[config.mk]
export PLATFORM = sky130hd
export DESIGN_NAME = ascii_decimal_recv_flat
export DESIGN_NICKNAME = d
export VERILOG_FILES = /design/src/rtl/ascii_decimal_recv_if.sv /design/src/rtl/ascii_decimal_recv.sv /design/src/flat_wrapper.sv
export SDC_FILE = /design/constraint.sdc
export NUM_CORES = 1
export LEC_CHECK = 0
export ABC_AREA = 1
export CAP_MARGIN = 15
export CELL_PAD_IN_SITES_DETAIL_PLACEMENT = 1
export CELL_PAD_IN_SITES_GLOBAL_PLACEMENT = 2
export CORE_UTILIZATION = 34
export DETAILED_ROUTE_END_ITERATION = 8
export PLACE_DENSITY = 0.95
export RECOVER_POWER = 50
export SLEW_MARGIN = 0
export SYNTH_ARGS = -nofsm -noshare
export SYNTH_HDL_FRONTEND = slang
export SYNTH_SLANG_ARGS = --single-unit
[constraint.sdc]
create_clock -name clk -period 6.5 [get_ports clk]
set_input_delay 1.3 -clock clk [delete_from_list [all_inputs] [get_ports clk]]
set_output_delay 1.3 -clock clk [all_outputs]
set_load 0.01 [all_outputs]
[src/rtl/ascii_decimal_recv_if.sv]
// Byte-stream and result bundle between the UART side and the decimal parser.
// Latency: none, wires only.
// Backpressure: none on rx_done; the echo path defers to tx_busy.
interface ascii_decimal_recv_if #(
    parameter int WIDTH = 16
);
    logic             rx_done;
    logic [7:0]       rx_data;
    logic             tx_busy;
    logic             echo_start;
    logic [7:0]       echo_data;
    logic [WIDTH-1:0] value;
    logic             value_valid;
    logic             err;

    modport master (
        output rx_done, rx_data, tx_busy,
        input  echo_start, echo_data, value, value_valid, err
    );

    modport slave (
        input  rx_done, rx_data, tx_busy,
        output echo_start, echo_data, value, value_valid, err
    );
endinterface

[src/rtl/ascii_decimal_recv.sv]
// Parses CR/LF-terminated decimal numbers from the UART rx stream and echoes bytes to tx.
// Latency: value_valid/err one cycle after rx_done; echo_start one cycle after capture when tx idle.
// Backpressure: none on rx_done; echo holds one byte and drops arrivals while that byte waits.
module ascii_decimal_recv #(
    parameter int WIDTH   = 16,
    parameter bit ECHO_EN = 1'b1
) (
    input logic                clk,
    input logic                reset,
    ascii_decimal_recv_if.slave bus
);
    localparam int AW = WIDTH + 4;

    typedef enum logic [1:0] {
        IDLE    = 2'd0,
        DIGITS  = 2'd1,
        DISCARD = 2'd2
    } state_t;

    state_t           state_q, state_nxt;
    logic [WIDTH-1:0] acc_q, acc_nxt;
    logic [WIDTH-1:0] value_q, value_nxt;
    logic             value_valid_q, value_valid_nxt;
    logic             err_q, err_nxt;

    logic             buf_full_q, echo_start_q;
    logic [7:0]       echo_data_q;
    logic             echo_capture, echo_fire;

    logic             is_digit, is_term, is_cancel;
    logic [3:0]       digit;
    logic [AW-1:0]    acc_ext, acc_mul;
    logic             overflow;

    assign is_digit  = (bus.rx_data >= 8'h30) && (bus.rx_data <= 8'h39);
    assign is_term   = (bus.rx_data == 8'h0D) || (bus.rx_data == 8'h0A);
    assign is_cancel = (bus.rx_data == 8'h1B);
    assign digit     = bus.rx_data[3:0];

    // acc*10 + d in four extra bits cannot wrap, so any high bit set means overflow
    assign acc_ext  = AW'(acc_q);
    assign acc_mul  = (acc_ext << 3) + (acc_ext << 1) + AW'(digit);
    assign overflow = |acc_mul[AW-1:WIDTH];

    always_ff @(posedge clk or posedge reset) begin
        if (reset) begin
            state_q       <= IDLE;
            acc_q         <= '0;
            value_q       <= '0;
            value_valid_q <= 1'b0;
            err_q         <= 1'b0;
        end else begin
            state_q       <= state_nxt;
            acc_q         <= acc_nxt;
            value_q       <= value_nxt;
            value_valid_q <= value_valid_nxt;
            err_q         <= err_nxt;
        end
    end

    always_comb begin
        state_nxt = state_q;
        if (bus.rx_done) begin
            case (state_q)
                IDLE: begin
                    if (is_digit)                     state_nxt = DIGITS;
                    else if (!is_term && !is_cancel)  state_nxt = DISCARD;
                end
                DIGITS: begin
                    if (is_digit)                     state_nxt = overflow ? DISCARD : DIGITS;
                    else if (is_term || is_cancel)    state_nxt = IDLE;
                    else                              state_nxt = DISCARD;
                end
                DISCARD: begin
                    if (is_term || is_cancel)         state_nxt = IDLE;
                end
                default:                              state_nxt = IDLE;
            endcase
        end
    end

    always_comb begin
        acc_nxt         = acc_q;
        value_nxt       = value_q;
        value_valid_nxt = 1'b0;
        err_nxt         = 1'b0;
        if (bus.rx_done) begin
            case (state_q)
                IDLE: begin
                    if (is_digit)                     acc_nxt = WIDTH'(digit);
                    else if (!is_term && !is_cancel)  err_nxt = 1'b1;
                end
                DIGITS: begin
                    if (is_digit) begin
                        if (overflow) begin
                            err_nxt = 1'b1;
                            acc_nxt = '0;
                        end else begin
                            acc_nxt = acc_mul[WIDTH-1:0];
                        end
                    end else if (is_term) begin
                        value_nxt       = acc_q;
                        value_valid_nxt = 1'b1;
                        acc_nxt         = '0;
                    end else if (is_cancel) begin
                        acc_nxt = '0;
                    end else begin
                        err_nxt = 1'b1;
                        acc_nxt = '0;
                    end
                end
                default:                              acc_nxt = '0;
            endcase
        end
    end

    // A byte arriving into an empty buffer while tx is idle is started straight away
    assign echo_capture = ECHO_EN && bus.rx_done && !buf_full_q;
    assign echo_fire    = ECHO_EN && !echo_start_q && !bus.tx_busy && (buf_full_q || echo_capture);

    always_ff @(posedge clk or posedge reset) begin
        if (reset) begin
            buf_full_q   <= 1'b0;
            echo_start_q <= 1'b0;
            echo_data_q  <= 8'h00;
        end else begin
            buf_full_q   <= (buf_full_q || echo_capture) && !echo_fire;
            echo_start_q <= echo_fire;
            if (echo_capture) echo_data_q <= bus.rx_data;
        end
    end

    assign bus.value       = value_q;
    assign bus.value_valid = value_valid_q;
    assign bus.err         = err_q;
    assign bus.echo_start  = echo_start_q;
    assign bus.echo_data   = echo_data_q;
endmodule

[src/flat_wrapper.sv]
// flat-port wrapper written by rule: the top's interface ports become plain ports
module ascii_decimal_recv_flat 
#(
    parameter int WIDTH   = 16,
    parameter bit ECHO_EN = 1'b1
)
  (clk, reset, bus_rx_done, bus_rx_data, bus_tx_busy, bus_echo_start, bus_echo_data, bus_value, bus_value_valid, bus_err);
  ascii_decimal_recv_if #(.WIDTH(WIDTH)) bus_i ();
  input logic clk;
  input logic reset;
  input wire logic [$bits(bus_i.rx_done)-1:0] bus_rx_done;
  input wire logic [$bits(bus_i.rx_data)-1:0] bus_rx_data;
  input wire logic [$bits(bus_i.tx_busy)-1:0] bus_tx_busy;
  output wire logic [$bits(bus_i.echo_start)-1:0] bus_echo_start;
  output wire logic [$bits(bus_i.echo_data)-1:0] bus_echo_data;
  output wire logic [$bits(bus_i.value)-1:0] bus_value;
  output wire logic [$bits(bus_i.value_valid)-1:0] bus_value_valid;
  output wire logic [$bits(bus_i.err)-1:0] bus_err;
  assign bus_i.rx_done = bus_rx_done;
  assign bus_i.rx_data = bus_rx_data;
  assign bus_i.tx_busy = bus_tx_busy;
  assign bus_echo_start = bus_i.echo_start;
  assign bus_echo_data = bus_i.echo_data;
  assign bus_value = bus_i.value;
  assign bus_value_valid = bus_i.value_valid;
  assign bus_err = bus_i.err;
  ascii_decimal_recv #(.WIDTH(WIDTH), .ECHO_EN(ECHO_EN)) u_core (.clk(clk), .reset(reset), .bus(bus_i));
endmodule
==> results_dict.tcl <==
set metrics [dict create \
    post_cts_buffers 0 \
    setup_violations 0 \
    ir_drop_mv 0.146 \
    layout_common_cells "nand2_1, inv_1, dfrtp_1" \
    maxSlewViolCount 47 \
    cp_max_fo 10 \
    yosysTopAreaCellShare_pct 36.6 \
    area_growth_pct 18.8 \
    pin_count 39 \
    cts.htree.levels 2 \
    skew_ns 0.00777 \
    synth_ff_type "dfrtp_1" \
    coreArea_um2 8850 \
    synthTopCellsByArea "dfrtp_1, nand2_1, ha_1" \
    dr.pass1.iters 6 \
    finalSetupTns_ns 0 \
    r2r.worst_path.cells 17 \
    yosysWarnings 0 \
    diodes 0 \
    track_usage_pct 19.5 \
    drive_above_1_share_pct 7.53 \
    synthArstFlopShare_pct 100 \
    cp_data_arrival_time_ns 4.23 \
    clkTransAtPathRegs_ns 0.09 \
    drt-total-wl_mm 8.75 \
    timing.final.crit_share_pct 61.8 \
    critPathMaxStageDelay_ns 0.54 \
    synth-simple-area-share_pct 28.1 \
    cpMaxStageDelayCell "fa_1" \
    final_common_cell "nand2_1" \
    first_iter_violations 92 \
    synthXorXnorAreaFrac_pct 2.23 \
    crit_family "simple AND/OR/NAND/NOR gates" \
    grt_pass1_wl_mm 14.6 \
    crit_buf_inv 4 \
    clk_path_buf_depth 2 \
    grt_pass1_vias 2996 \
    start_util_pct 35.5 \
    die_y_um 98.2 \
    clock-sinks 46 \
    max_freq_mhz 249 \
    vias 2793 \
    status "complete, but fails checks" \
    port_buffers 38 \
    synth_cell_types 34 \
    maxCapViolCount 1 \
    antenna_found_initial 0 \
    grt_max_degree 47 \
    syn_area_per_cell_um2 7.40 \
    syn_nets 470 \
    cp.depth 18 \
    yosysTopAreaCell "dfrtp_1" \
    dieArea_um2 9640 \
    synthesis.area_um2 3150 \
    violations "design-rule violations, max-capacitance violations, max-slew violations" \
    layout.nets 509 \
    ctsRootBufferMaster "clkbuf_8" \
    die_w_um 98.2 \
    rsz0062_at_grt "false" \
    hold_buffers 0 \
    cts_tree "done" \
    tightest_slew_ns 1.77 \
    p_leak_uw 0.00200 \
    worstPathCellList "clkdlybuf4s50_1 -> inv_1 -> fa_1 -> inv_1 -> fa_1 -> nand2_1 -> nand2_2 -> nand3_2 -> nand2_2 -> nand2_1 -> nand2_1 -> nand2_1 -> nand2_1 -> nor2_4 -> nand3_4 -> inv_4 -> nand3_1 -> o21ai_0" \
    hold_class "reg2reg" \
    drc 2 \
    core.rowCount 34 \
    hold_viol 0 \
    synth_top_family_by_area "simple AND/OR/NAND/NOR gates" \
    hold-path-cell-count 2 \
    cp-start-kind "primary input" \
    drt-wirelength-per-cell_um 15.3 \
    gp_congestion 0.838 \
    routed_via_density 4.87 \
    synth-seq-cells 46 \
    powerDensity_nw_per_um2 215 \
    criticalPathCategory "in2reg" \
    rrSetupSlack_ns 3.67 \
    period_needed_ns 4.01 \
    cpMostUsedCell "nand2_1" \
    hpwl_mm 7.07 \
    gr-total-overflow 0 \
    ys_seq_area_share_pct 36.6 \
    synth_cells 425 \
    synth_mux_area_share_pct 1.07 \
    cts_resized 0 \
    crit_required_ns 6.72 \
    synth-compound-area-share_pct 9.23 \
    fillers 1119 \
    numCtsBuffers 5 \
    clk_latency_ns 0.30 \
    ant_nets 0 \
    synth_adder_area_share_pct 13.6 \
    slew_headroom_pct -18.3 \
    synth_edf_count 0 \
    finalPower_uw 805 \
    critPathCaptureType "flop" \
]
==> worst min-delay path, cell delays in order (launching register included) <==
cell and delay, ns:
dfrtp_1 0.35, nand2_1 0.05, o21ai_0 0.06
==> state kept, by name (all words and copies together) (netlist names) <==
signal and cells:
u_core.acc_q 16, u_core.bus.value 16, u_core.bus.echo_data 8, u_core.state_q 2, u_core.buf_full_q 1, u_core.bus.echo_start 1
u_core.bus.err 1, u_core.bus.value_valid 1
==> where the power goes <==
| part | total (uW) | switching, uW | internal [uW] |
|---|---|---|---|
| combinational | 278 | 167 | 110 |
| clock | 188 | 102 | 85.7 |
| sequential | 339 | 26.2 | 313 |
==> worst paths after layout <==
check / from / to
setup / recovery: bus_rx_data[3] / u_core.acc_q[7]
hold / removal: u_core.bus.value[15] / u_core.bus.value[15]
setup reg to reg: u_core.acc_q[2] / u_core.acc_q[7]
hold reg to reg: u_core.bus.value[15] / u_core.bus.value[15]
max in group asynchronous: reset / u_core.bus.value[5]
min in group asynchronous: reset / u_core.bus.value[13]
==> per-layer routing <==
metal	track usage, %	part of all wire [%]	up-vias
met5	0	0	-
met4	3.56	0.30	0
met3	3.51	3.3	2
met2	34.3	50	37
met1	25.1	46	1331
li1	-	-	1423
==> metrics by stage <==
stage | area, um2 | setup slack (ns) | hold WS (ns) | instances | util [%]
floorplan | 3150 | 3.02 | 0.464 | 425 | -
global placement | 3640 | 2.32 | 0.445 | 565 | 41.1
detailed placement | 3640 | 2.17 | 0.475 | 565 | 41.1
CTS | 3740 | 2.49 | 0.497 | 573 | 42.2
global route | 3740 | 2.27 | 0.523 | 573 | 42.2
finish | 3740 | 2.49 | 0.492 | 573 | 42.2
==> final cells by class <==
class / count / area (um2) / area share, %
clock buffers: 6 / 82.6 / 2.21
well taps: 108 / 135 / 3.62
inverters: 69 / 262 / 7.00
clock inverters: 2 / 12.5 / 0.335
flip-flops and latches: 46 / 1150 / 30.8
multi-input cells: 303 / 1710 / 45.6
repair buffers: 39 / 388 / 10.4
==> cells in the mapped netlist (6+ instances only) <==
library cell / count
nand2_1: 127
inv_1: 61
dfrtp_1: 46
ha_1: 31
o21ai_0: 29
nor2_1: 27
nand3_1: 18
a21oi_1: 17
nor3_1: 8
inv_2: 7
nand2_2: 6
==> kinds of logic after synthesis <==
group           count (synthesis)
compound gates                 56
xor+xnor                        8
fa+ha+maj                      33
buf+inv                        76
flops                          46
mux                             3
simple gates                  203
Power figures use the tool's default switching activity.
